==> config.mk <==
export PLATFORM = sky130hd
export DESIGN_NAME = ps2_host_tx_flat
export DESIGN_NICKNAME = d
export VERILOG_FILES = /design/src/rtl/ps2_host_tx_if.sv /design/src/rtl/ps2_host_tx.sv /design/src/flat_wrapper.sv
export SDC_FILE = /design/constraint.sdc
export NUM_CORES = 1
export LEC_CHECK = 0
export ABC_AREA = 1
export BUFFER_PORTS_ARGS = -buffer_cell sky130_fd_sc_hd__buf_4
export CORE_MARGIN = 4
export CORE_UTILIZATION = 45
export DETAILED_ROUTE_END_ITERATION = 10
export PLACE_DENSITY = 0.68
export RECOVER_POWER = 50
export SLEW_MARGIN = 20
export SYNTH_ARGS = -nofsm -noshare
export SYNTH_HDL_FRONTEND = slang
export SYNTH_SLANG_ARGS = --single-unit
==> constraint.sdc <==
create_clock -name clk -period 2.5 [get_ports clk]
set_input_delay 0.125 -clock clk [delete_from_list [all_inputs] [get_ports clk]]
set_output_delay 0.125 -clock clk [all_outputs]
set_load 0.05 [all_outputs]
==> src/rtl/ps2_host_tx_if.sv <==
// ----------------------------------------------------------------------------
// ps2_host_tx_if
// Bundles the PS/2 line sense/drive signals and the command-send handshake
// of the PS/2 host transmitter.
//   ps_c_in, ps_d_in : sensed PS/2 clock / data lines
//   wr_ps2, din      : one-cycle send request and the command byte
//   ps_c_oe, ps_d_oe : open-drain pull-low enables for clock / data
//   tx_idle          : transmitter idle (gates the keyboard receiver)
//   tx_done_tick     : one-cycle pulse, transfer acknowledged by device
//   tx_err_tick      : one-cycle pulse, missing ACK or watchdog timeout
// master = the side that owns the bus lines and issues commands,
// slave  = the transmitter itself.
// ----------------------------------------------------------------------------
interface ps2_host_tx_if;
    logic       ps_c_in;
    logic       ps_d_in;
    logic       wr_ps2;
    logic [7:0] din;
    logic       ps_c_oe;
    logic       ps_d_oe;
    logic       tx_idle;
    logic       tx_done_tick;
    logic       tx_err_tick;

    modport master (
        output ps_c_in, ps_d_in, wr_ps2, din,
        input  ps_c_oe, ps_d_oe, tx_idle, tx_done_tick, tx_err_tick
    );

    modport slave (
        input  ps_c_in, ps_d_in, wr_ps2, din,
        output ps_c_oe, ps_d_oe, tx_idle, tx_done_tick, tx_err_tick
    );
endinterface

==> src/rtl/ps2_host_tx.sv <==
// ----------------------------------------------------------------------------
// ps2_host_tx
// PS/2 host-to-device command transmitter. Inhibits the clock for
// RTS_CYCLES, issues the start bit, shifts out 8 data bits LSB first plus
// odd parity on device clock falling edges, releases for the stop bit,
// samples the device ACK and waits for the bus to be released.
// A watchdog aborts the transfer if the device stalls.
// Ports:
//   clk   : system clock, rising edge
//   reset : synchronous, active-high
//   bus   : ps2_host_tx_if.slave (line sense/drive, send handshake, status)
// ----------------------------------------------------------------------------
module ps2_host_tx #(
    parameter int RTS_CYCLES     = 5000,       // clock inhibit length, must exceed the filter depth
    parameter int TIMEOUT_CYCLES = 1_000_000   // watchdog limit from START onward
) (
    input  logic         clk,
    input  logic         reset,
    ps2_host_tx_if.slave bus
);

    localparam int RTS_W = $clog2(RTS_CYCLES + 1);
    localparam int WD_W  = $clog2(TIMEOUT_CYCLES + 1);

    typedef enum logic [2:0] {
        S_IDLE, S_RTS, S_START, S_DATA, S_STOP, S_ACK, S_WAIT_REL
    } state_t;

    state_t           r_state, w_state_next;
    logic [7:0]       r_filter;
    logic [7:0]       w_filter_next;
    logic             r_fclk, w_fclk_next;
    logic             w_fall;
    logic             w_timeout;
    logic [RTS_W-1:0] r_rts_cnt, w_rts_cnt_next;
    logic [WD_W-1:0]  r_wdog, w_wdog_next;
    logic [3:0]       r_idx, w_idx_next;
    logic [8:0]       r_shreg, w_shreg_next;
    logic             r_done_tick, w_done_tick_next;
    logic             r_err_tick, w_err_tick_next;

    // Clock deglitch shift filter: newest sample enters at the top.
    assign w_filter_next[7] = bus.ps_c_in;
    for (genvar gi = 0; gi < 7; gi++) begin : g_filter
        assign w_filter_next[gi] = r_filter[gi+1];
    end

    // Filtered clock only changes once every stage agrees.
    assign w_fclk_next = (&w_filter_next) ? 1'b1 :
                         (~|w_filter_next) ? 1'b0 : r_fclk;
    assign w_fall      = r_fclk & ~w_fclk_next;
    assign w_timeout   = (r_wdog == WD_W'(TIMEOUT_CYCLES - 1));

    // State and datapath registers
    always_ff @(posedge clk) begin
        if (reset) begin
            r_state     <= S_IDLE;
            r_filter    <= '1;
            r_fclk      <= 1'b1;
            r_rts_cnt   <= '0;
            r_wdog      <= '0;
            r_idx       <= '0;
            r_shreg     <= '0;
            r_done_tick <= 1'b0;
            r_err_tick  <= 1'b0;
        end else begin
            r_state     <= w_state_next;
            r_filter    <= w_filter_next;
            r_fclk      <= w_fclk_next;
            r_rts_cnt   <= w_rts_cnt_next;
            r_wdog      <= w_wdog_next;
            r_idx       <= w_idx_next;
            r_shreg     <= w_shreg_next;
            r_done_tick <= w_done_tick_next;
            r_err_tick  <= w_err_tick_next;
        end
    end

    // Next-state logic
    always_comb begin
        w_state_next     = r_state;
        w_rts_cnt_next   = r_rts_cnt;
        w_wdog_next      = '0;
        w_idx_next       = r_idx;
        w_shreg_next     = r_shreg;
        w_done_tick_next = 1'b0;
        w_err_tick_next  = 1'b0;
        case (r_state)
            S_IDLE: begin
                if (bus.wr_ps2) begin
                    // ~^ gives 1 when din has an even count of ones -> odd total
                    w_shreg_next   = {~^bus.din, bus.din};
                    w_rts_cnt_next = '0;
                    w_idx_next     = '0;
                    w_state_next   = S_RTS;
                end
            end
            S_RTS: begin
                if (r_rts_cnt == RTS_W'(RTS_CYCLES - 1)) begin
                    w_state_next = S_START;
                end else begin
                    w_rts_cnt_next = r_rts_cnt + RTS_W'(1);
                end
            end
            default: begin
                // START..WAIT_REL are all under the watchdog
                w_wdog_next = r_wdog + WD_W'(1);
                if (w_timeout) begin
                    // timeout wins over a fall in the same cycle
                    w_wdog_next     = '0;
                    w_err_tick_next = 1'b1;
                    w_state_next    = S_IDLE;
                end else begin
                    case (r_state)
                        S_START: begin
                            if (w_fall) begin
                                w_idx_next   = '0;
                                w_state_next = S_DATA;
                            end
                        end
                        S_DATA: begin
                            if (w_fall) begin
                                w_shreg_next = {1'b0, r_shreg[8:1]};
                                w_idx_next   = r_idx + 4'd1;
                                if (r_idx == 4'd8) begin
                                    w_state_next = S_STOP;
                                end
                            end
                        end
                        S_STOP: begin
                            if (w_fall) begin
                                w_state_next = S_ACK;
                            end
                        end
                        S_ACK: begin
                            if (w_fall) begin
                                if (!bus.ps_d_in) begin
                                    w_state_next = S_WAIT_REL;
                                end else begin
                                    w_err_tick_next = 1'b1;
                                    w_state_next    = S_IDLE;
                                end
                            end
                        end
                        S_WAIT_REL: begin
                            if (r_fclk && bus.ps_d_in) begin
                                w_done_tick_next = 1'b1;
                                w_state_next     = S_IDLE;
                            end
                        end
                        default: ;
                    endcase
                end
            end
        endcase
    end

    // Line drive and status outputs
    always_comb begin
        bus.ps_c_oe = 1'b0;
        bus.ps_d_oe = 1'b0;
        bus.tx_idle = 1'b0;
        case (r_state)
            S_IDLE:  bus.tx_idle = 1'b1;
            S_RTS:   bus.ps_c_oe = 1'b1;
            S_START: bus.ps_d_oe = 1'b1;           // start bit 0
            S_DATA:  bus.ps_d_oe = ~r_shreg[0];    // pull low for a 0 bit
            default: ;
        endcase
    end

    assign bus.tx_done_tick = r_done_tick;
    assign bus.tx_err_tick  = r_err_tick;

endmodule

==> src/flat_wrapper.sv <==
// flat-port wrapper written by rule: the top's interface ports become plain ports
module ps2_host_tx_flat 
#(
    parameter int RTS_CYCLES     = 5000,                                                            
    parameter int TIMEOUT_CYCLES = 1_000_000                                      
)
  (clk, reset, bus_ps_c_in, bus_ps_d_in, bus_wr_ps2, bus_din, bus_ps_c_oe, bus_ps_d_oe, bus_tx_idle, bus_tx_done_tick, bus_tx_err_tick);
  ps2_host_tx_if bus_i ();
  input  logic clk;
  input  logic reset;
  input wire logic [$bits(bus_i.ps_c_in)-1:0] bus_ps_c_in;
  input wire logic [$bits(bus_i.ps_d_in)-1:0] bus_ps_d_in;
  input wire logic [$bits(bus_i.wr_ps2)-1:0] bus_wr_ps2;
  input wire logic [$bits(bus_i.din)-1:0] bus_din;
  output wire logic [$bits(bus_i.ps_c_oe)-1:0] bus_ps_c_oe;
  output wire logic [$bits(bus_i.ps_d_oe)-1:0] bus_ps_d_oe;
  output wire logic [$bits(bus_i.tx_idle)-1:0] bus_tx_idle;
  output wire logic [$bits(bus_i.tx_done_tick)-1:0] bus_tx_done_tick;
  output wire logic [$bits(bus_i.tx_err_tick)-1:0] bus_tx_err_tick;
  assign bus_i.ps_c_in = bus_ps_c_in;
  assign bus_i.ps_d_in = bus_ps_d_in;
  assign bus_i.wr_ps2 = bus_wr_ps2;
  assign bus_i.din = bus_din;
  assign bus_ps_c_oe = bus_i.ps_c_oe;
  assign bus_ps_d_oe = bus_i.ps_d_oe;
  assign bus_tx_idle = bus_i.tx_idle;
  assign bus_tx_done_tick = bus_i.tx_done_tick;
  assign bus_tx_err_tick = bus_i.tx_err_tick;
  ps2_host_tx #(.RTS_CYCLES(RTS_CYCLES), .TIMEOUT_CYCLES(TIMEOUT_CYCLES)) u_core (.clk(clk), .reset(reset), .bus(bus_i));
endmodule
* After elaboration in Yosys (flattened, before gate mapping)
Cells that the tools add are included.
** Storage, ports and cells
- Output and inout bits :: 5
- Word-level logic and storage cells :: 91
- Register bits :: 60
** Operators by class
- Add/subtract/negate cells :: 3
- Muxes and demuxes :: 36
- Equal/unequal tests :: 21
- Reductions and logical operators :: 17
- Bitwise operators :: 5
** Operators with widths (count)
- two-way mux 9 bit :: 4
- two-way mux 3 bit :: 10
- two-way mux 13 bit :: 2
- one-hot mux 13 bit (2 select lines) :: 1
- adder 20 x 1 -> 20 bit, second input constant :: 1
- == test 20 bit, second input constant :: 1
- one-hot mux 9 bit (2 select lines) :: 1
- two-way mux 4 bit :: 4
- one-hot mux 4 bit (2 select lines) :: 2
- inequality test 5 x 1 -> 1 bit, second input constant :: 3
- inequality test 5 x 2 -> 1 bit, second input constant :: 3
- one-hot mux 3 bit (5 select lines) :: 1
- adder 13 x 1 -> 13 bit, second input constant :: 1
- == test 13 bit, second input constant :: 1
- == test 3 bit, second input constant :: 3
- two-way mux 1 bit :: 9
- AND reduction 9 bit :: 1
- AND reduction 8 bit :: 1
- nonzero test 8 bit :: 1
- OR reduction 8 bit :: 1
- XNOR reduction 8 bit :: 1
- == test 3 x 2 -> 1 bit, second input constant :: 2
- inequality test 2 bit, second input constant :: 3
- inequality test 3 x 1 -> 1 bit, second input constant :: 2
- 18 further kinds :: 23

* Longest topological paths before layout
Gate-level depths: netlist of run 1.
- Depth after elaboration :: 9
- Gate-level depth with buffers :: 13
- Gate-level depth less buffers :: 12

* Worst setup path before layout of run 1
Ideal clock, no wire load.
- Kind :: register to register
- Start :: reg u_core.r_state[1]
- End :: reg u_core.r_rts_cnt[9]
- Buffers on the path :: 1
- Arrival time :: 1481 ps
- Path slack :: 892 ps
- Clock period less this slack :: 1608 ps
- Data required time :: 2372 ps
- Cell stages (with the launch flop) :: 10
- Setup time :: 128 ps
- Cell sequence :: dfxtp_1 -> inv_2 -> nand2_2 -> nor2_4 -> nand3_1 -> nand2_2 -> buf_4 -> nor2_1 -> nor2_1 -> nor2_1
** On the way
- Cells in the longest elaborated chain, start to end :: 3
** Ends and longest elaborated chain
- start: declaration :: line ps2_host_tx.sv:29 : state_t r_state, w_state_next;
- start signal: assignment :: line ps2_host_tx.sv:67 : r_state <= w_state_next;
- == test 3 x 1 -> 1 bit or zero test 3 bit (tied branches) :: line ps2_host_tx.sv:88 : case (r_state)
- inequality test 2 bit (no source line) or nonzero test 2 bit (tied branches)
- AND reduction 3 bit (no source line)
- end signal: assignment :: line ps2_host_tx.sv:70 : r_rts_cnt <= w_rts_cnt_next;
- end: declaration :: line ps2_host_tx.sv:35 : logic [RTS_W-1:0] r_rts_cnt, w_rts_cnt_next;
Several ways; a longest one is shown, not always the timed one.
A chain may end at the register's enable or synchronous reset.

* Worst setup path after layout of run 1
- Start :: reg u_core.r_state[0]
- End :: reg u_core.r_rts_cnt[1]
Same word-level chain as after synthesis.

==> results of run 1 <==
==> metrics by stage <==
stage | util, % | std cells | setup slack (ps) | area (sq um)
floorplan | - | 519 | 892 | 3320
global placement | 48.8 | 627 | 497 | 3520
detailed placement | 48.8 | 627 | 416 | 3520
CTS | 52.1 | 644 | 400 | 3760
global route | 51.7 | 644 | 163 | 3730
finish | 51.7 | 644 | 408 | 3730
==> critical path, stage by stage, from the launching register on <==
cell and delay (ps):
dfxtp_1 560, nand2_2 80, nor2_1 520, nand3_1 210, nand2_2 260, inv_2 130
o21ai_0 170, nor2_1 50
==> per-layer routing <==
| metal | wire (um) | vias up | GRT usage (%) | part of all wire, % |
|---|---|---|---|---|
| met1 | 3550 | 1393 | 24.4 | 49 |
| met4 | 96 | 0 | 6.02 | 1.3 |
| met3 | 462 | 10 | 5.69 | 6.3 |
| li1 | - | 1678 | - | - |
| met2 | 3190 | 75 | 26.9 | 44 |
| met5 | 0 | - | 0 | 0 |
==> power groups by stage <==
stage / Sequential [mW] / Clock (mW) / Combinational [mW]
after floorplan: 1.17 / 0 / 1.08
after global placement: 1.22 / 0 / 1.25
after detailed placement: 1.23 / 0 / 1.27
after CTS: 1.21 / 1.02 / 1.28
after global routing: 1.22 / 1.07 / 1.45
final: 1.20 / 0.994 / 1.26
==> worst paths after layout <==
check	start	to	slack (ps)	depth (start not counted)
setup / recovery	u_core.r_state[0]	u_core.r_rts_cnt[1]	410	7
hold reg to reg	u_core.r_wdog[0]	u_core.r_wdog[0]	460	1
hold / removal	bus_ps_d_in	u_core.bus.tx_done_tick	120	3
setup reg to reg	u_core.r_state[0]	u_core.r_rts_cnt[1]	410	7
==> layout by cell type (no fill, tap or decap), types with 9 or more instances in the layout <==
master,synthesis,routed
nor3_1,12,12
o21ai_0,14,14
xor2_1,9,9
inv_1,60,60
dfxtp_1,59,59
nor2_1,91,92
buf_4,1,13
nand4_1,13,13
clkbuf_8,1,11
a21oi_1,23,23
nand2_1,132,132
nand3_1,48,48
==> kinds of logic after synthesis <==
kind of cell | after synthesis | share of synthesized area, %
simple gates | 322 | 42.6
buf+inv | 78 | 9.61
flops | 59 | 35.6
compound gates | 40 | 6.52
xor+xnor | 16 | 4.22
fa+ha+maj | 4 | 1.51
==> area by class of cell <==
class / instances / area (sq um)
tap: 99 / 124
inverter: 69 / 260
timing repair buffer: 19 / 126
fill: 758 / 3480
multi-input combinational: 382 / 1810
clock inverter: 4 / 72.6
clock buffer: 12 / 155
sequential: 59 / 1180
==> flip-flops by register name, indices dropped and copies added, names as in the netlist <==
register,count
u_core.r_rts_cnt,13
u_core.r_wdog,20
u_core.r_fclk,1
u_core.bus.tx_err_tick,1
u_core.r_filter,7
u_core.r_shreg,9
u_core.bus.tx_done_tick,1
u_core.r_state,3
u_core.r_idx,4
==> Yosys cell counts (all sizes together) <==
cell type and n:
a21boi 1, a21oi 23, buf 5, clkbuf 4, clkinv 1, dfxtp 59, ha 4, inv 68
nand2 138, nand3 49, nand3b 2, nand4 14, nor2 94, nor3 13, nor3b 1, nor4 3
o21a 1, o21ai 15, or2 8, xnor2 7, xor2 9
==> metrics.txt, run 1 <==
run status=complete, no violations; switching part of the total power=39.8%; IO Count=18; Die Wd=93.9 um; Final GP Congestion=0.958; largest net degree at the start of global routing=24; total power=about 3.5 mW; Die Y-Extent=93.9 um; Rows=31; P_sw=1.38 mW; largest area contributor in the netlist=dfxtp_1; vias=roughly 3200; Synth Cell Area=3320 sq um; CTS Buffer Depth=2; root buf cell=clkbuf_8; count of cell types in the netlist=31; Synth top area share=35.6%; peak supply drop=531 uV; Syn Nets=536; first-pass detailed-route iteration total=4; minimum clock period after layout=2090 ps; P_int=2.08 mW; final setup vio count=0; Yosys reg bits=59; max-cap violations=0; share of cells above drive strength 1=10.5%; Setup Fix Bufs, Post-CTS=0; CTS tree=yes; total gr overflow=0; Routed WL=7300 um; top cells by area, synth=dfxtp_1 36%, nand2_1 15%, nor2_1 10%; CTS Sinks=59; Core ar.=7210 sq um; LEAKAGE=1.58 nW; initial antenna violation count=0; cts bufs inserted=9; sequential-to-total area share from yosys stat=35.6%; CP required=2720 ps; Setup CP Type=reg -> reg; # port buffers=17; crit end category=register; hpwl dp=5340 um; final antenna-violating net count=0; fin nets=557; CP Max Fanout=13; Setup TNS=0 ps; Initial Util=46.0%; initial DRC count=181; Final Hold Viols=0; Syn-to-layout area delta=12.4%; clock skew=10.7 ps; RSZ-0062 raised after global routing=false; Worst-path clk slew=70 ps; H-tree levels=3; Skew-Pair Late Insertion Delay=between 300 and 400 ps; first-pass GRT wire length=approximately 13000 um; power per cell area=927 nW/um^2; final hold slack=116 ps; Die ar.=around 8800 sq um; Startpoint Class=register; YS warnings=0; DR vias/cell=about 4.9; # DRC=0; part of the cycle the worst path needs=83.7%; post-cts sizing count=0; total track usage=18.0%; Worst Path Arrival=2310 ps; Max Fclk=about 480 MHz; Syn Inst Count=519; Worst Hold Class=in -> reg; average size of a mapped cell=between 6 and 7 sq um; number of global-route vias before repair=2916; CTS hold repair buffers=1; fin. max-slew vios=0; clock network power share=between 20% and 30%; Sequential Power Share=roughly a third; Routed WL per cell=11.3 um; Tightest Pin Transition=roughly 670 ps; Logic pwr share=a little over a third; headroom to the max-slew limit=between 50% and 60%; ant diodes=0
Note: power is estimated with default switching activity, not from simulation.
==> run 2: changes to the inputs <==
--- a/config.mk
+++ b/config.mk
@@ -10,7 +10,7 @@
 export CORE_MARGIN = 4
 export CORE_UTILIZATION = 45
 export DETAILED_ROUTE_END_ITERATION = 10
-export PLACE_DENSITY = 0.68
+export PLACE_DENSITY = 0.7
 export RECOVER_POWER = 50
 export SLEW_MARGIN = 20
 export SYNTH_ARGS = -nofsm -noshare
==> constraint.sdc (replaced) <==
create_clock -name clk -period 1.7 [get_ports clk]
set_input_delay 0.085 -clock clk [delete_from_list [all_inputs] [get_ports clk]]
set_output_delay 0.085 -clock clk [all_outputs]
set_load 0.05 [all_outputs]
==> run 2 against run 1 <==
- combinational power grew 80%
- non-clock buffer count grew 22
- via count grew 5.0%
- critical path depth grew 1
- highest routed layer unchanged
- first-iteration DRC count grew 16%
- power grew 56%
- maximum frequency grew 33%
- largest cell class unchanged
- global-route usage grew 1.2 points
- clock skew shrank 5.5 ps
- clock-buffer cell count shrank 1
- core utilization grew 3.0 points
- sequential share of layout area shrank 1.7 points
==> metrics.txt, run 2 (synthesis results as in run 1) <==
final antenna-violating net count=0 (unchanged); Core ar.=7210 sq um (unchanged); max-cap violations=0 (unchanged); run status=complete, no violations (unchanged); cts bufs inserted=9 (unchanged); cell family with most CP delay=simple AND/OR/NAND/NOR gates (unchanged); # DRC=0 (unchanged); CTS Sinks=59 (unchanged); Setup TNS=0 ps (unchanged); Die ar.=8820 sq um (unchanged); DR vias/cell=4.97 (was 4.90); CP max stage delay=340 ps (was 560 ps); first-pass GRT wire length=13600 um (was 12700 um); LEAKAGE=1.71 nW (was 1.58 nW); minimum clock period after layout=1580 ps (was 2090 ps); total track usage=19.2% (was 18.0%); CP Buf/Inv Count=1 (unchanged); Initial Util=46.0% (unchanged); power per cell area=1360 nW/um^2 (was 927 nW/um^2); Logic pwr share=42.1% (was 36.5%); Die Y-Extent=93.9 um (unchanged); initial DRC count=210 (was 181); most frequent cells in the layout=130 x nand2_1, 87 x nor2_1, 57 x inv_1 (was 132 x nand2_1, 92 x nor2_1, 60 x inv_1); Skew-Pair Late Insertion Delay=340 ps (was 330 ps); biggest regs=u_core.r_wdog: 20 flops, u_core.r_rts_cnt: 13 flops, u_core.r_shreg: 9 flops (unchanged); Worst Hold Class=in -> reg (unchanged); critical path cell sequence=ha_1 > nand2_1 > nor3_2 > nand3_1 > nand2_2 > inv_2 > o21ai_0 > nor2_1 (was nand2_2 > nor2_1 > nand3_1 > nand2_2 > inv_2 > o21ai_0 > nor2_1); Die Wd=93.9 um (unchanged); clock skew=5.22 ps (was 10.7 ps); fin. max-slew vios=0 (unchanged); IO Count=18 (unchanged); crit end category=register (unchanged); Sequential Power Share=32.4% (was 34.8%); P_sw=2.14 mW (was 1.38 mW); Final Non-Filler Cells=666 (was 644); Final Hold Viols=0 (unchanged); Max Fclk=634 MHz (was 478 MHz); Syn-to-layout area delta=19.0% (was 12.4%); Worst Path Arrival=1800 ps (was 2310 ps); fin util=54.8% (was 51.7%); share of cells above drive strength 1=17.1% (was 10.5%); Final GP Congestion=0.926 (was 0.958); Routed WL=7750 um (was 7300 um); # port buffers=17 (unchanged); number of global-route vias before repair=3122 (was 2916); CTS tree=yes (unchanged); P_int=3.25 mW (was 2.08 mW); largest net degree at the start of global routing=24 (unchanged); clock network power share=25.5% (was 28.7%); CP required=1930 ps (was 2720 ps); peak supply drop=767 uV (was 531 uV); slowest stage cell, crit path=dfxtp_1 (unchanged); final setup vio count=0 (unchanged); root buf cell=clkbuf_8 (unchanged); Most flops, register=u_core.r_wdog (unchanged); CTS Buffer Depth=2 (unchanged); hpwl dp=5670 um (was 5340 um); vias=3313 (was 3156); switching part of the total power=39.8% (about the same); most common cell after layout, fill and taps aside=nand2_1 (unchanged); initial antenna violation count=0 (unchanged); ant diodes=0 (unchanged); Setup CP Type=reg -> reg (unchanged); headroom to the max-slew limit=60.5% (was 55.1%); Tightest Pin Transition=595 ps (was 672 ps); part of the cycle the worst path needs=92.7% (was 83.7%); first-pass detailed-route iteration total=4 (unchanged); H-tree levels=3 (unchanged); Post-Place Cells=645 (was 627); Largest register FFs=20 (unchanged); fin nets=579 (was 557); Routed WL per cell=11.6 um (was 11.3 um); Worst-path clk slew=70 ps (about the same); FILL cells=742 (was 758); Rows=31 (unchanged); CP Max Fanout=8 (was 13); total gr overflow=0 (unchanged); Startpoint Class=register (unchanged)
-- run 2: cell type report --
cell class | count | area [sq um] | share of cell area, %
clock buffer | 11 | 131 | 3.32
clock inverter | 5 | 77.6 | 1.96
inverter | 69 | 260 | 6.59
multi-input combinational | 382 | 1870 | 47.2
sequential | 59 | 1180 | 30.0
tap | 99 | 124 | 3.13
timing repair buffer | 41 | 307 | 7.76
-- run 2: power groups by stage --
stage | sequential [mW] | clock, mW | combinational, mW
2_1_floorplan | 1.72 | 0 | 1.59
3_3_place_gp | 1.75 | 0 | 2.13
3_5_place_dp | 1.76 | 0 | 2.15
4_1_cts | 1.74 | 1.41 | 2.17
5_1_grt | 1.77 | 1.47 | 2.60
6_report | 1.74 | 1.38 | 2.27
-- run 2: path summary, 6_finish.rpt --
kind | cells past startpoint | start | slack, ps | end
setup reg to reg | 8 | u_core.r_rts_cnt[0] | 120 | u_core.r_rts_cnt[1]
setup / recovery | 8 | u_core.r_rts_cnt[0] | 120 | u_core.r_rts_cnt[1]
hold / removal | 3 | bus_ps_d_in | 50 | u_core.bus.tx_done_tick
hold reg to reg | 1 | u_core.r_wdog[0] | 450 | u_core.r_wdog[0]
-- run 2: worst register-to-register path, cell delays in order (launching register included) --
cell     delay [ps]
dfxtp_1         340
ha_1            170
nand2_1         130
nor3_2          170
nand3_1         130
nand2_2         170
inv_2           110
o21ai_0         180
nor2_1           60
-- run 2: per-stage QoR --
step | power, mW | worst slack [ps] | instance area [sq um] | hold WS (ps)
4_1_cts | 5.32 | 7.55 | 3890 | 36.7
3_3_place_gp | 3.88 | 79.8 | 3670 | 307
2_1_floorplan | 3.32 | 91.8 | 3320 | 189
3_5_place_dp | 3.91 | 1.54 | 3670 | 308
5_1_grt | 5.84 | -7.46 | 3950 | 54.3
6_report | 5.39 | 124 | 3950 | 54.6
-- run 2: what timing repair did --
item	CTS	global route
endpoints found under the setup margin	2	31
resized for setup	2	17
hold buffers	1	0
endpoints found under the hold margin	1	0
pin swaps	0	4
setup buffers	0	4
-- run 2: metal layers --
layer | vias up | wire, um | global-route usage, %
li1 | 1731 | - | -
met1 | 1511 | 3760 | 24.6
met2 | 63 | 3600 | 31.0
met3 | 8 | 293 | 5.13
met4 | 0 | 99 | 6.62
met5 | - | 0 | 0
